### config.mk
export PLATFORM = sky130hd
export DESIGN_NAME = mult_unit
export DESIGN_NICKNAME = d
export VERILOG_FILES = /design/src/rtl/mult_unit.sv
export SDC_FILE = /design/constraint.sdc
export NUM_CORES = 1
export LEC_CHECK = 0
export CORE_UTILIZATION = 50
export CTS_CLUSTER_DIAMETER = 80
export DETAILED_ROUTE_END_ITERATION = 8
export DONT_BUFFER_PORTS = 1
export PLACE_DENSITY = 0.68
export SYNTH_ARGS = -nofsm -noshare
export SYNTH_HDL_FRONTEND = slang
export SYNTH_SLANG_ARGS = --single-unit
### constraint.sdc
create_clock -name clk -period 4.78 [get_ports clk]
set_input_delay 1.195 -clock clk [delete_from_list [all_inputs] [get_ports clk]]
set_output_delay 1.195 -clock clk [all_outputs]
set_load 0.005 [all_outputs]
### src/rtl/mult_unit.sv
// Iterative radix-2 shift-add 32x32 multiplier owning the HI/LO registers.
// busy covers RUN and FIX; done pulses on the first IDLE cycle with a new product.
module mult_unit #(
    parameter int WIDTH = 32,
    parameter int CNTW  = 6
) (
    input  logic             clk,
    input  logic             reset_n,
    input  logic             start,
    input  logic             is_signed,
    input  logic [WIDTH-1:0] srca,
    input  logic [WIDTH-1:0] srcb,
    input  logic             mthi,
    input  logic             mtlo,
    input  logic [WIDTH-1:0] wdata,
    output logic             busy,
    output logic             done,
    output logic [WIDTH-1:0] hi,
    output logic [WIDTH-1:0] lo
);

    typedef enum logic [1:0] {
        IDLE = 2'd0,
        RUN  = 2'd1,
        FIX  = 2'd2
    } state_t;

    state_t               r_state;
    state_t               w_next;
    logic [CNTW-1:0]      r_cnt;
    logic [2*WIDTH-1:0]   r_acc;
    logic [WIDTH-1:0]     r_mcand;
    logic [WIDTH-1:0]     r_mplier;
    logic                 r_neg;
    logic [WIDTH-1:0]     r_hi;
    logic [WIDTH-1:0]     r_lo;
    logic                 r_done;

    logic                 w_accept;
    logic                 w_last;
    logic [WIDTH-1:0]     w_abs_a;
    logic [WIDTH-1:0]     w_abs_b;
    logic [2*WIDTH-1:0]   w_addend;
    logic [2*WIDTH-1:0]   w_prod;

    assign w_accept = (r_state == IDLE) && start;
    assign w_last   = (r_cnt == CNTW'(WIDTH - 1));

    // Magnitude of the most negative value wraps to 2^(WIDTH-1) as unsigned.
    assign w_abs_a  = (is_signed && srca[WIDTH-1]) ? (~srca + 1'b1) : srca;
    assign w_abs_b  = (is_signed && srcb[WIDTH-1]) ? (~srcb + 1'b1) : srcb;
    assign w_addend = {{WIDTH{1'b0}}, r_mcand} << r_cnt;
    assign w_prod   = r_neg ? (~r_acc + 1'b1) : r_acc;

    always_ff @(posedge clk or negedge reset_n) begin
        if (!reset_n) begin
            r_state <= IDLE;
        end else begin
            r_state <= w_next;
        end
    end

    always_comb begin
        w_next = r_state;
        unique case (r_state)
            IDLE: if (start) w_next = RUN;
            RUN:  if (w_last) w_next = FIX;
            FIX:  w_next = IDLE;
            default: w_next = IDLE;
        endcase
    end

    always_ff @(posedge clk or negedge reset_n) begin
        if (!reset_n) begin
            r_cnt    <= '0;
            r_acc    <= '0;
            r_mcand  <= '0;
            r_mplier <= '0;
            r_neg    <= 1'b0;
        end else if (w_accept) begin
            r_cnt    <= '0;
            r_acc    <= '0;
            r_mcand  <= w_abs_a;
            r_mplier <= w_abs_b;
            r_neg    <= is_signed & (srca[WIDTH-1] ^ srcb[WIDTH-1]);
        end else if (r_state == RUN) begin
            if (r_mplier[0]) begin
                r_acc <= r_acc + w_addend;
            end
            r_mplier <= r_mplier >> 1;
            r_cnt    <= r_cnt + 1'b1;
        end
    end

    // HI/LO change only on reset, the FIX edge, or an idle move-to.
    always_ff @(posedge clk or negedge reset_n) begin
        if (!reset_n) begin
            r_hi   <= '0;
            r_lo   <= '0;
            r_done <= 1'b0;
        end else begin
            r_done <= (r_state == FIX);
            if (r_state == FIX) begin
                r_hi <= w_prod[2*WIDTH-1:WIDTH];
                r_lo <= w_prod[WIDTH-1:0];
            end else if (r_state == IDLE && !start) begin
                if (mthi) r_hi <= wdata;
                if (mtlo) r_lo <= wdata;
            end
        end
    end

    assign busy = (r_state != IDLE);
    assign done = r_done;
    assign hi   = r_hi;
    assign lo   = r_lo;

endmodule

# [Word-level counts from Yosys, hierarchy flattened]
# Index checks and enable logic that the tools add are counted.
[op_classes] n_addsub=5 eq_ne=5 n_shift=1 n_mux=19 n_bitwise=5 n_reduce_logical=16
[op_table] cell="$mux 32" count=10
[op_table] cell="$mux 64" count=4
[op_table] cell="$add 32x1->32 const B" count=2
[op_table] cell="$add 64x1->64 const B" count=1
[op_table] cell="$add 64x64->64" count=1
[op_table] cell="$not 32->32" count=2
[op_table] cell="$not 64->64" count=1
[op_table] cell="$shl 32x6->64" count=1
[op_table] cell="$mux 6" count=2
[op_table] cell="$reduce_bool 2->1" count=6
[op_table] cell="$reduce_and 2->1" count=4
[op_table] cell="$add 6x1->6 const B" count=1
[op_table] cell="$eq 6x5->1 const B" count=1
[op_table] cell="$logic_and 1x1->1" count=4
[op_table] cell="$mux 2" count=2
[op_table] cell="$ne 2x2->1 const B" count=2
[op_table] cell="$pmux 2 s2" count=1
[op_table] cell="$eq 2x1->1 const B" count=1
[op_table] cell="$eq 2x2->1 const B" count=1
[op_table] cell="$logic_not 2->1" count=1
[op_table] cell="$and 1x1->1" count=1
[op_table] cell="$logic_not 1->1" count=1
[op_table] cell="$xor 1x1->1" count=1
[totals] reg_bits=202 input_bits=102 out_inout_bits=66 word_cells=60

# [Depth between registers and ports, before layout]
# Gate-level depths: netlist (run 1).
[depth] depth_word=5 ltp_mapped=24 depth_no_buf=21

# [Worst setup path after synthesis (run 1)]
# Ideal clock, no wire load.
[synth_path] path_type="register to register" from="register r_cnt[0]" to="register r_acc[60]" setup_ns=0.129 arrival_ns=4.757 t_required_ns=4.651 slack_ns=-0.106 stages_incl_launch_ff=22 path_buffers=4 synth_period_minus_slack_ns=4.886 cell_sequence="dfrtp_1 -> clkbuf_1 -> buf_4 -> buf_2 -> mux4_2 -> mux2_2 -> o21ai_0 -> mux2i_1 -> and2_1 -> ha_1 -> buf_2 -> nand4_1 -> nor4_1 -> o2111a_1 -> a211oi_2 -> nor3b_1 -> o211a_1 -> o31ai_2 -> a21oi_1 -> o21bai_1 -> xnor2_1 -> o21ai_1"
[synth_between] elab_chain_len=5
[synth_lines] element="start, declared" line_no="30" text="logic [CNTW-1:0] r_cnt;"
[synth_lines] element="start signal, assigned" line_no="91" text="r_cnt <= r_cnt + 1'b1;"
[synth_lines] element="$shl 32x6->64" line_no="52" text="assign w_addend = {{WIDTH{1'b0}}, r_mcand} << r_cnt;"
[synth_lines] element="$add 64x64->64" line_no="88" text="r_acc <= r_acc + w_addend;"
[synth_lines] element="$mux 64" line_no="87" text="if (r_mplier[0]) begin"
[synth_lines] element="$mux 64" line_no="86" text="end else if (r_state == RUN) begin"
[synth_lines] element="$mux 64" line_no="80" text="end else if (w_accept) begin"
[synth_lines] element="end signal, assigned" line_no="88"
[synth_lines] element="end, declared" line_no="31" text="logic [2*WIDTH-1:0] r_acc;"
# No other way between the ends. The select of a mux whose other input is x is not followed.
# A chain may end at the register's enable or synchronous reset.

# [Worst setup path after layout (run 1)]
[layout_path] from="register r_cnt[0]" to="register r_acc[56]"
# The elaborated chain is that of the path after synthesis.

==> results.json, run 1 <==
{
  "max_freq_mhz": 215,
  "place_hpwl_mm": 39.1,
  "grt_pass1_wl_mm": 79.3,
  "vias": 15400,
  "n_antenna_cell": 0,
  "internal_power_uw": 7660,
  "tns_ns": 0,
  "comb_power_share_pct": 64.4,
  "grt_use_total_pct": 29.7,
  "setup-violations-final": 0,
  "ant_nets": 0,
  "r2r_slack_ns": 0.12,
  "cp-start-kind": "flip-flop",
  "placementRows": 66,
  "synth_warnings": 0,
  "synth_area_per_cell_um2": 7.90,
  "hold_viol": 0,
  "max_cap_violations": 0,
  "synth-async-reset-ratio_pct": 100,
  "crit_fanout": 10,
  "placed_cells": 2484,
  "crit_path_end_kind": "flip-flop",
  "numClockSinks": 202,
  "synthesis.nets": 2253,
  "status": "complete, no violations",
  "cts_tree": "done",
  "yosysSeqAreaShare_pct": 30.7,
  "skew_ns": 0.0120,
  "antenna_found_initial": 0,
  "criticalPathCategory": "flip-flop to flip-flop",
  "io_buffers": 0,
  "drt_pre_antenna_iters": 5,
  "ys.flop_type": "dfrtp_1",
  "synth_seq_cells": 202,
  "synthCells": 2083,
  "final-max-slew-violation-count": 0,
  "globalplace.congestion": 1.01,
  "die_h_um": 183,
  "r2r-start": "r_cnt[0]$_DFFE_PN0P_",
  "swShare_pct": 48.2,
  "synth_mux_area_share_pct": 7.14,
  "power_density_nw_per_um2": 804,
  "wl_per_cell_um": 20.1,
  "finalCritPeriodShare_pct": 97.4,
  "p_leak_uw": 0.00787,
  "clockRootBuffer": "clkbuf_16",
  "synth_compound_area_share_pct": 23.3,
  "die_area_um2": 33700,
  "clk_pin_slew_worst_paths_ns": 0.06,
  "io_pins": 168,
  "rsz0062_at_grt": "yes",
  "final_nets": 2244,
  "hold_path_class": "input port to asynchronous set/reset pin",
  "synth_top_family_by_area": "compound AO/OA/AOI/OAI gates",
  "whs_ns": 0.362,
  "synthSimpleGateAreaFrac_pct": 20.5,
  "pwr-share-seq_pct": 22.2,
  "grt-ovfl-total": 0,
  "vdd_drop_max_v": 0.000357,
  "numCtsBuffers": 25,
  "dr.first_iter.drc_count": 1082,
  "drive_gt1_share_pct": 12.1,
  "power_switching_uw": 7120,
  "n_fill_cell": 3050,
  "p_clk_share_pct": 13.4,
  "r2r_cells": 21,
  "fp.dieW_um": 183,
  "clock_latency_ns": 0.53,
  "coreArea_um2": 32500,
  "worst_slew_pin_slew_ns": 1.09,
  "synth_fa_ha_area_share_pct": 5.21,
  "synth_xor_area_share_pct": 9.52,
  "timing.rr.end": "r_acc[56]$_DFFE_PN0P_",
  "syn_to_final_growth_pct": 11.7,
  "instances_no_fill": 2533,
  "avgViaCountPerCell": 6.08,
  "drc": 0,
  "cp.required_ns": 5.16,
  "grt_max_degree": 203,
  "start_util_pct": 50.7,
  "hold_buffers": 0,
  "relSlewSlack_pct": 27.5,
  "cp.arrival_ns": 5.04,
  "totalWireLength_mm": 51.0,
  "synth-edff-count": 0,
  "syn-cell-area_um2": 16500,
  "grt_pass1_vias": 14500,
  "period_minus_slack_ns": 4.66,
  "clockBufferDepth": 3,
  "htreeDepth": 1,
  "synth_cell_types": 74
}
timing repair:
| item | in CTS | in global routing |
|---|---|---|
| setup buffers | 0 | 3 |
| pin swaps | 0 | 8 |
| endpoints found under the setup margin | 4 | 21 |
| resized for setup | 2 | 65 |
| cloned | 0 | 2 |
critical path, stage by stage (launching register included):
cell      delay (ns)
dfrtp_2         0.45
buf_12          0.17
mux4_2          0.52
mux2_2          0.32
o21ai_2         0.16
buf_4           0.13
mux2i_1         0.07
and2_1          0.18
ha_1            0.30
buf_4           0.16
buf_4           0.15
o211ai_1        0.08
o21ai_0         0.12
a211oi_2        0.29
nor3b_2         0.25
buf_4           0.15
o211a_4         0.18
o31ai_4         0.09
a221o_1         0.33
a21oi_2         0.16
xor2_1          0.15
o21ai_0         0.09
metrics by stage:
step | power, uW | cell area (um2) | setup slack (ns) | util (%)
final | 14800 | 18400 | 0.122 | 56.6
after global routing | 15900 | 18400 | -0.0534 | 56.6
after CTS | 14300 | 18100 | 0.00768 | 55.8
after detailed placement | 12300 | 17200 | -0.0471 | 53.1
after global placement | 12200 | 17200 | 0.0344 | 53.1
after floorplan | 9370 | 16500 | 0.0372 | -
cell type report:
class	count	area, um2	share of cell area, %
timing repair buffer	90	761	4.14
sequential	202	5060	27.5
tap	442	553	3.01
clock buffer	31	688	3.74
clock inverter	13	168	0.912
multi-input combinational	1727	11000	60.1
inverter	28	105	0.572
placed cells by master (no fill, tap or decap), drive strengths merged, types with 12 or more instances in the layout:
| master | Yosys | layout |
|---|---|---|
| o21ai | 234 | 234 |
| mux2 | 19 | 19 |
| ha | 67 | 67 |
| mux2i | 51 | 51 |
| or2 | 12 | 12 |
| nand3 | 35 | 35 |
| clkbuf | 107 | 33 |
| a21oi | 135 | 135 |
| inv | 27 | 31 |
| nor2 | 190 | 190 |
| a22o | 16 | 16 |
| xor2 | 84 | 84 |
| nor2b | 12 | 12 |
| nand2 | 362 | 362 |
| buf | 19 | 88 |
| and2 | 24 | 24 |
| a31oi | 42 | 42 |
| nor4 | 13 | 13 |
| o21a | 13 | 13 |
| nor3 | 28 | 28 |
| o22ai | 21 | 21 |
| nand4 | 15 | 15 |
| or4 | 15 | 15 |
| or3 | 16 | 16 |
| dfrtp | 202 | 202 |
| a21o | 42 | 42 |
| o31ai | 51 | 51 |
| xnor2 | 95 | 95 |
| o21bai | 14 | 14 |
| mux4 | 20 | 20 |
| a211oi | 18 | 18 |
| nand2b | 17 | 17 |
power by group through the flow:
stage                     Combinational (uW)  Sequential (uW)  Clock, uW
after floorplan                         6490             2880          0
after global placement                  8970             3240          0
after detailed placement                9010             3270          0
after CTS                               9060             3240       2000
after global routing                   10400             3370       2080
final                                   9530             3280       1980
metal layers:
layer  track usage (%)  share of wire, %
met4              12.4               4.4
met5                 0                 0
met2              47.1                45
met1              40.8                45
met3              3.86               6.3
state kept, by name (all words and copies together) (netlist names):
| name | cells |
|---|---|
| hi | 32 |
| r_mplier | 32 |
| r_cnt | 6 |
| lo | 32 |
| r_mcand | 32 |
| done | 1 |
| r_state | 2 |
| r_acc | 64 |
| r_neg | 1 |
worst max path at each step:
stage                             to                 start  cells after the start  slack [ns]
3_5_place_dp   r_acc[62]$_DFFE_PN0P_  r_cnt[0]$_DFFE_PN0P_                     20       -0.05
3_3_place_gp   r_acc[56]$_DFFE_PN0P_  r_cnt[0]$_DFFE_PN0P_                     21        0.03
2_1_floorplan  r_acc[60]$_DFFE_PN0P_  r_cnt[1]$_DFFE_PN0P_                     21        0.04
6_report       r_acc[56]$_DFFE_PN0P_  r_cnt[0]$_DFFE_PN0P_                     21        0.12
4_1_cts        r_acc[62]$_DFFE_PN0P_  r_cnt[0]$_DFFE_PN0P_                     19       0.008
5_1_grt        r_acc[61]$_DFFE_PN0P_  r_cnt[0]$_DFFE_PN0P_                     21       -0.05
cells in the mapped netlist, types with 7 or more instances:
cell type / n / area share [%]
mux2_2: 19 / 1.3
buf_2: 7 / 0.21
o31ai_1: 49 / 2.2
o21bai_1: 14 / 0.64
or2_2: 12 / 0.46
a21o_1: 42 / 1.9
xnor2_1: 95 / 5.1
mux4_2: 20 / 2.7
buf_1: 11 / 0.25
a21oi_1: 133 / 4.0
clkbuf_1: 106 / 2.4
xor2_1: 84 / 4.5
mux2i_1: 51 / 3.1
nand2b_1: 17 / 0.65
or4_1: 12 / 0.55
inv_1: 25 / 0.57
a211oi_1: 17 / 0.78
nand3_1: 35 / 1.1
nand2_1: 360 / 8.2
ha_1: 67 / 5.1
o41ai_1: 8 / 0.43
and3_1: 8 / 0.30
nand4_1: 15 / 0.57
o21ai_0: 226 / 6.9
or3_1: 15 / 0.57
a22o_1: 16 / 0.85
o22ai_1: 21 / 0.80
nor4_1: 13 / 0.49
a31oi_1: 42 / 1.6
nor2_1: 190 / 4.3
o21ai_1: 8 / 0.24
dfrtp_1: 202 / 31
and2_1: 24 / 0.91
nor2b_1: 12 / 0.46
nor3_1: 26 / 0.79
o21a_1: 13 / 0.59
o211ai_1: 9 / 0.41
logic make-up after synthesis:
kind of cell	count (synthesis)
AO/OA/AOI/OAI	632
XOR/XNOR	179
buffers and inverters	154
adder cells (fa/ha/maj)	68
flip-flops	202
AND/OR/NAND/NOR	758
multiplexers	90
Power figures use the tool's default switching activity.
==> run 2: changes to the inputs <==
- SLEW_MARGIN: unset -> 10
==> results of run 2 <==
Same layout as run 1: the final DEF is identical, and so are final timing and power.
